$ cat config.mk
export PLATFORM = sky130hd
export DESIGN_NAME = console_slave_regs
export DESIGN_NICKNAME = d
export VERILOG_FILES = /design/src/rtl/console_slave_regs.sv
export SDC_FILE = /design/constraint.sdc
export NUM_CORES = 1
export LEC_CHECK = 0
export CAP_MARGIN = 40
export CORE_UTILIZATION = 65
export CTS_CLUSTER_DIAMETER = 120
export DETAILED_ROUTE_END_ITERATION = 16
export PLACE_DENSITY = 0.82
export RECOVER_POWER = 50
export SYNTH_ARGS = -nofsm -noshare
export SYNTH_HDL_FRONTEND = slang
export SYNTH_SLANG_ARGS = --single-unit
export TNS_END_PERCENT = 50
$ cat constraint.sdc
create_clock -name clk -period 9.71 [get_ports clk]
set_input_delay 1.942 -clock clk [delete_from_list [all_inputs] [get_ports clk]]
set_output_delay 1.942 -clock clk [all_outputs]
set_load 0.01 [all_outputs]
$ cat src/rtl/console_slave_regs.sv
// ---------------------------------------------------------------------------
// console_slave_regs
//
// Slave-side register responder for the 8-bit console bus. The host reads
// status, drains engine output bytes from an RX FIFO and writes connection
// commands that are handed to the FIX engine over a valid/ready handshake.
//
// Register map (slave_address[7:3] must be zero, otherwise the access is
// ignored):
//   0x00 RSTAT (R)  {2'b0, cmd_drop, underflow, full, overflow, cmd_valid,
//                    non_empty}. The read clears the three sticky bits.
//   0x01 RDATA (R)  FIFO head, popped by the read. An empty FIFO returns 0x00
//                   and raises underflow.
//   0x02 LEVEL (R)  FIFO occupancy, 0..FIFO_DEPTH.
//   0x06 CONN  (W)  loads cmd_data and raises cmd_valid.
//
// Ports:
//   clk              single clock, rising edge
//   reset            asynchronous, active-low, clears all state
//   slave_address    register address
//   slave_read       read strobe
//   slave_readdata   registered read data, 1 clock latency
//   slave_write      write strobe
//   slave_writedata  write data
//   cmd_valid        command byte pending toward the engine
//   cmd_data         command byte
//   cmd_ready        engine accepts the command
//   rx_valid         engine output byte offered
//   rx_data          engine output byte
//   rx_ready         FIFO not full
//
// FIFO_DEPTH must be a power of two between 2 and 128 so the level fits in
// the 8-bit LEVEL register.
// ---------------------------------------------------------------------------
module console_slave_regs #(
  parameter int FIFO_DEPTH = 128
) (
  input  logic       clk,
  input  logic       reset,
  input  logic [7:0] slave_address,
  input  logic       slave_read,
  output logic [7:0] slave_readdata,
  input  logic       slave_write,
  input  logic [7:0] slave_writedata,
  output logic       cmd_valid,
  output logic [7:0] cmd_data,
  input  logic       cmd_ready,
  input  logic       rx_valid,
  input  logic [7:0] rx_data,
  output logic       rx_ready
);

  localparam int AW = $clog2(FIFO_DEPTH);

  localparam logic [2:0] ADDR_RSTAT = 3'd0;
  localparam logic [2:0] ADDR_RDATA = 3'd1;
  localparam logic [2:0] ADDR_LEVEL = 3'd2;
  localparam logic [2:0] ADDR_CONN  = 3'd6;

  logic [7:0]  mem [FIFO_DEPTH];
  logic [AW:0] wr_ptr;
  logic [AW:0] rd_ptr;

  logic        overflow;
  logic        underflow;
  logic        cmd_drop;

  logic        addr_ok;
  logic        rd_access;
  logic        wr_access;
  logic        fifo_empty;
  logic        fifo_full;
  logic [7:0]  level;
  logic [7:0]  head;
  logic [7:0]  rstat;
  logic [7:0]  rd_value;

  logic        push;
  logic        pop;
  logic        rstat_rd;
  logic        overflow_set;
  logic        underflow_set;
  logic        conn_wr;
  logic        handshake;

  // Pointers carry one extra wrap bit: equal pointers mean empty, pointers
  // that differ only in the wrap bit mean full.
  assign fifo_empty = (wr_ptr == rd_ptr);
  assign fifo_full  = (wr_ptr[AW] != rd_ptr[AW]) &&
                      (wr_ptr[AW-1:0] == rd_ptr[AW-1:0]);
  assign level      = 8'(wr_ptr - rd_ptr);
  assign head       = mem[rd_ptr[AW-1:0]];
  assign rx_ready   = !fifo_full;

  assign addr_ok    = (slave_address[7:3] == 5'd0);
  assign rd_access  = slave_read  && addr_ok;
  assign wr_access  = slave_write && addr_ok;

  assign rstat_rd      = rd_access && (slave_address[2:0] == ADDR_RSTAT);
  assign pop           = rd_access && (slave_address[2:0] == ADDR_RDATA) && !fifo_empty;
  assign underflow_set = rd_access && (slave_address[2:0] == ADDR_RDATA) && fifo_empty;
  assign push          = rx_valid && !fifo_full;
  assign overflow_set  = rx_valid && fifo_full;

  assign conn_wr   = wr_access && (slave_address[2:0] == ADDR_CONN);
  assign handshake = cmd_valid && cmd_ready;

  assign rstat = {2'b00, cmd_drop, underflow, fifo_full, overflow, cmd_valid, !fifo_empty};

  // Read mux. The status snapshot is taken before this edge's sticky
  // clears and sets, so the host sees the bits it is about to clear.
  always_comb begin
    rd_value = 8'h00;
    case (slave_address[2:0])
      ADDR_RSTAT: rd_value = rstat;
      ADDR_RDATA: rd_value = fifo_empty ? 8'h00 : head;
      ADDR_LEVEL: rd_value = level;
      default:    rd_value = 8'h00;
    endcase
  end

  // Read data register: only a decoded read updates it, so the value holds
  // between reads.
  always_ff @(posedge clk or negedge reset) begin
    if (!reset) begin
      slave_readdata <= 8'h00;
    end else if (rd_access) begin
      slave_readdata <= rd_value;
    end
  end

  // FIFO storage has no reset; the pointers alone define which entries are
  // live.
  always_ff @(posedge clk) begin
    if (push) begin
      mem[wr_ptr[AW-1:0]] <= rx_data;
    end
  end

  always_ff @(posedge clk or negedge reset) begin
    if (!reset) begin
      wr_ptr <= '0;
      rd_ptr <= '0;
    end else begin
      if (push) wr_ptr <= wr_ptr + 1'b1;
      if (pop)  rd_ptr <= rd_ptr + 1'b1;
    end
  end

  // Sticky status bits: a set on the same edge as an RSTAT read wins over
  // the clear so no event is lost.
  always_ff @(posedge clk or negedge reset) begin
    if (!reset) begin
      overflow  <= 1'b0;
      underflow <= 1'b0;
      cmd_drop  <= 1'b0;
    end else begin
      if (overflow_set)  overflow <= 1'b1;
      else if (rstat_rd) overflow <= 1'b0;

      if (underflow_set) underflow <= 1'b1;
      else if (rstat_rd) underflow <= 1'b0;

      if (conn_wr && cmd_valid && !cmd_ready) cmd_drop <= 1'b1;
      else if (rstat_rd)                      cmd_drop <= 1'b0;
    end
  end

  // Command holding register. A CONN write is accepted when the slot is
  // free or is being emptied by a handshake on this same edge; otherwise
  // the pending command is preserved and the new byte is dropped.
  always_ff @(posedge clk or negedge reset) begin
    if (!reset) begin
      cmd_valid <= 1'b0;
      cmd_data  <= 8'h00;
    end else if (conn_wr && (!cmd_valid || handshake)) begin
      cmd_valid <= 1'b1;
      cmd_data  <= slave_writedata;
    end else if (handshake) begin
      cmd_valid <= 1'b0;
    end
  end

endmodule

==> results of run 1 <==
[sequential cells by signal (all words and copies together) (netlist names)]
signal and cells:
mem 1024, cmd_data 8, rd_ptr 8, slave_readdata 8, wr_ptr 8, cmd_drop 1, cmd_valid 1, overflow 1
underflow 1
[per-layer routing]
metal | up-vias | GRT usage, %
met5 | - | 0
met4 | 2 | 18.4
li1 | 8226 | -
met1 | 10873 | 46.8
met2 | 2079 | 53.8
met3 | 486 | 9.26
[power groups by stage]
stage                     clock, mW  sequential, mW  combinational (mW)
after global routing           3.87            5.20               0.765
after global placement            0            5.26               0.670
after CTS                      3.71            5.18               0.728
after detailed placement          0            5.27               0.708
after floorplan                   0            5.23               0.427
final                          3.72            5.20               0.744
[worst paths after layout]
check	slack, ps	from	cells after the start	endpoint
min in group asynchronous	1850	reset	1	cmd_data[7]
min	510	cmd_data[6]	1	cmd_data[6]
min reg2reg	510	cmd_data[6]	1	cmd_data[6]
max reg2reg	4170	rd_ptr[6]	8	mem[71][6]
max in group asynchronous	6410	reset	1	rd_ptr[1]
max	2440	rx_data[7]	3	mem[51][7]
[area by class of cell]
cell class	instances	area, um^2
sequential	1060	31700
fill	3269	17400
multi-input combinational	758	9090
clock buffer	118	2540
tap	846	1060
timing repair buffer	83	726
clock inverter	61	477
inverter	13	48.8
[cell usage in the layout, fill, tap and decap left out, types with 18 or more instances in the layout]
cell             count
mux4_2             274
a221oi_1            18
clkbuf_1            41
a21oi_1             30
clkdlybuf4s50_1     37
nand2_1             52
a22oi_1             36
dfrtp_1             33
clkinv_1            26
nor2_1             155
clkbuf_16           98
edfxtp_1          1024
o21ai_0             19
[cell families after synthesis]
family	count (synthesis)	synth area share, %
xor+xnor	20	0.424
buf+inv	119	1.59
simple gates	277	2.86
flops	1060	76.5
compound gates	148	2.49
fa+ha+maj	10	0.321
mux	303	15.8
==> impl_metrics.yaml, run 1 <==
pwr:
  swShare_pct: 23.8
  power_density_nw_per_um2: 212
  total_power_mw: 9.66
  p_sw_mw: 2.30
  seqPwrFrac_pct: 53.8
  p_comb_share_pct: 7.7
  cellLeakagePower_nw: 13.9
  pwr-share-clk_pct: 38.5
  p_int_mw: 7.37
  vdd_drop_max_v: 0.000139
routing:
  ant_nets: 0
  drt_first_iter_violations: 3772
  wl_met3_um: 14600
  viasPerCell: 7.37
  first_pass_iters: 8
  route.met2.wl_um: 51000
  num_vias: 21666
  route.detailed.wl_per_inst_um: 37.3
  drc: 0
  wirelength_um: 109000
  m1WireLength_um: 36400
  highest_layer: "met5"
cts:
  cts.clk_slew.worst_paths_ps: 70
  clockRootBuffer: "clkbuf_16"
  clkLatencyLatePin_ps: 680
  cts_buffers: 97
  cts_buffer_depth: 3
  htree_levels: 3
  post_cts_resized: 0
  clock_sinks: 1060
  post_cts.repair.setup_buffers: 0
  tritoncts: "built"
  cts_hold_buf: 0
grt:
  grt_pass1_wl_um: 156000
  gr-total-overflow: 0
  grt_usage_pct: 35.0
  grt_pass1_vias: 21870
  antenna_found_initial: 2
  grt_start_max_net_pins: 137
placed_design:
  place_inst: 2758
  post-dp-hpwl_um: 58300
  finalWeightedCongestion: 0.948
  pre_cts_ws_ps: 4920
  portBuffers: 47
  placed_cell_area_um2: 42700
setup_path:
  max_stage_delay_ps: 2810
  crit_type: "in -> reg"
  crit_path_end_kind: "register"
  cp_slowest_cell: "clkbuf_1"
  critPathLaunchType: "primary input"
  cp_cell_sequence: "clkbuf_1, clkbuf_1, clkbuf_1"
  cpMostUsedCell: "clkbuf_1"
  cp.required_ps: 9590
  path_buf_inv: 3
  cpLargestDelayFamily: "buffers and inverters"
  arrival_ps: 7150
  critPathMaxFanout: 73
timing:
  slew_viol_final: 1060
  max_freq_mhz: 138
  whs_ps: 506
  finalSetupTns_ps: 0
  final.setup.worst_slack_ps: 2440
  skew_ps: 23.5
  maxSlewHeadroom_pct: -177
  worst_pin_slew_ps: 4150
  finalHoldViolations: 0
  setup_violations: 0
  final.period_utilization_pct: 74.8
  rsz0062_at_grt: "no"
  fin_crit_ps: 7270
yosys:
  synth_edf_count: 1024
  yosysUniqueCellTypes: 55
  syn_area_per_cell_um2: 21.4
  synth-seq-area-share_pct: 76.5
  synth_top_area_cell: "edfxtp_1"
  yosys-top-cells-area: "edfxtp_1 74%, mux4_2 15%, dfrtp_1 2.2%"
  async_flop_share_pct: 3.40
  yosysTopAreaCellShare_pct: 74.3
  ys_ff_latch: 1060
  synth_ff_type: "edfxtp_1"
  syn_inst: 1937
  synth.most_common_cell: "edfxtp_1"
  yosysWarnings: 0
  netlist_area_um2: 41400
  synth_commonest_cells: "1024 x edfxtp_1, 274 x mux4_2, 159 x nor2_1, 52 x nand2_1, 49 x clkbuf_1"
  synth_fp_nets: 1977
floorplan:
  fp.coreArea_um2: 63000
  start_util_pct: 65.7
  fp.dieW_um: 254
  io_pins: 48
  dieHeight_um: 254
  die_area_um2: 64600
  rows: 92
cells_and_area:
  diodes: 0
  finish.instance_area_um2: 45600
  area_delta_synth_final_pct: 10.2
  nNetsFinal: 2053
  drive_gt1_share_pct: 21.7
  fin_util_pct: 72.4
  layout.cells.non_filler: 2939
outcome:
  outcome: "complete, but fails checks"
  violations: "capacitance limit, slew limit"
min_path:
  hp-class: "reg -> reg"
job:
  drv_cap: 19
Power figures use the tool's default switching activity.
==> run 2: changes to the inputs <==
CORE_UTILIZATION = 56   (was 65)
PLACE_DENSITY = 0.75   (was 0.82)
clock period = 6.5 ns   (was 9.71 ns; I/O delays follow)
==> impl_metrics.yaml, run 2 (synthesis gave the netlist of run 1 again) <==
routing:
  drc: 0
  first_pass_iters: 7
  ant_nets: 0
  wirelength_um: 94200
  route.detailed.wl_per_inst_um: 30.8
  viasPerCell: 6.63
  num_vias: 20274
  drt_first_iter_violations: 2975
setup_path:
  cp_slowest_cell: "clkbuf_1"
  crit_type: "in -> reg"
  cpLargestDelayFamily: "buffers and inverters"
  critPathMaxFanout: 79
  arrival_ps: 5350
  critPathLaunchType: "primary input"
  cp_cell_sequence: "clkbuf_1, clkbuf_2"
  path_buf_inv: 2
  max_stage_delay_ps: 2650
  crit_path_end_kind: "register"
  cp.required_ps: 6770
floorplan:
  fp.coreArea_um2: 73000
  io_pins: 48
  rows: 99
  start_util_pct: 56.7
  fp.dieW_um: 274
  dieHeight_um: 274
  die_area_um2: 75000
timing:
  finalHoldViolations: 0
  maxSlewHeadroom_pct: -157
  slew_viol_final: 756
  worst_pin_slew_ps: 3860
  fin_crit_ps: 5070
  max_freq_mhz: 197
  skew_ps: 23.7
  finalSetupTns_ps: 0
  final.period_utilization_pct: 78.1
  rsz0062_at_grt: "no"
  setup_violations: 0
min_path:
  hp-class: "reg -> reg"
outcome:
  violations: "capacitance limit, slew limit"
  outcome: "complete, but fails checks"
cts:
  htree_levels: 3
  clkLatencyLatePin_ps: 650
  cts_buffer_depth: 3
  tritoncts: "built"
  cts_hold_buf: 0
  post_cts.repair.setup_buffers: 0
  cts_buffers: 98
  post_cts_resized: 0
  clock_sinks: 1060
  cts.clk_slew.worst_paths_ps: 70
  clockRootBuffer: "clkbuf_16"
cells_and_area:
  drive_gt1_share_pct: 22.9
  area_delta_synth_final_pct: 11.3
  largest_reg_flops: 1024
  fillers: 4660
  layout_commonest_cell: "edfxtp_1"
  final_cell_mix: "1024 x edfxtp_1, 274 x mux4_2, 155 x nor2_1"
  nNetsFinal: 2056
grt:
  grt_start_max_net_pins: 160
  gr-total-overflow: 0
  antenna_found_initial: 0
  grt_usage_pct: 25.9
  grt_pass1_wl_um: 139000
  grt_pass1_vias: 20416
pwr:
  vdd_drop_max_v: 0.000236
  total_power_mw: 14.6
  cellLeakagePower_nw: 14.1
  power_density_nw_per_um2: 317
job:
  drv_cap: 12
placed_design:
  portBuffers: 47
  post-dp-hpwl_um: 55800
  finalWeightedCongestion: 1.03
[run 2: cell types whose count changed in the layout (fill, tap and decap cells not counted), sizes merged, moves of 5 or more]
| cell | delta |
|---|---|
| bufinv | +6 |
| buf | +7 |
| clkinv | -11 |
| clkbuf | -5 |
| inv | +7 |
[run 2: worst paths after layout]
check | depth (start not counted) | slack [ps] | start | to
setup / recovery | 2 | 1430 | rx_data[3] | mem[103][3]
hold / removal | 1 | 490 | wr_ptr[7] | wr_ptr[7]
setup reg to reg | 8 | 1650 | rd_ptr[6] | mem[127][3]
hold reg to reg | 1 | 490 | wr_ptr[7] | wr_ptr[7]
max in group asynchronous | 1 | 3810 | reset | rd_ptr[1]
min in group asynchronous | 1 | 1220 | reset | cmd_data[1]
[run 2: cell type report]
type	count	area, um^2	area share, %
Sequential cell	1060	31700	68.8
Clock buffer	118	2580	5.60
Multi-Input combinational cell	758	9080	19.7
Clock inverter	62	669	1.45
Timing Repair Buffer	85	792	1.72
Inverter	13	48.8	0.106
Antenna cell	1	2.50	0.00544
Tap cell	959	1200	2.61
[run 2: metrics by stage]
step	worst slack (ps)	std cells	instance area (um^2)	utilization (%)	hold WS, ps
after floorplan	2520	1937	41400	-	461
after global placement	2090	2863	42700	58.5	488
after detailed placement	1950	2875	42800	58.7	479
after CTS	1910	3055	46100	63.2	491
after global routing	1230	3055	46000	63.1	525
final	1430	3056	46000	63.1	493
[run 2: metal layers]
layer	wire length, um	vias up	GRT usage, %
li1	-	8242	-
met1	35700	10543	36.7
met2	45400	1275	40.0
met3	9630	214	5.60
met4	3520	0	9.78
met5	0	-	0
[run 2: report_power, final]
part           switching, mW  leakage (nW)  internal (mW)  total, mW
combinational          0.695          2.88          0.366       1.06
sequential             0.106          9.67           7.65       7.75
clock                   2.50          1.57           3.29       5.79
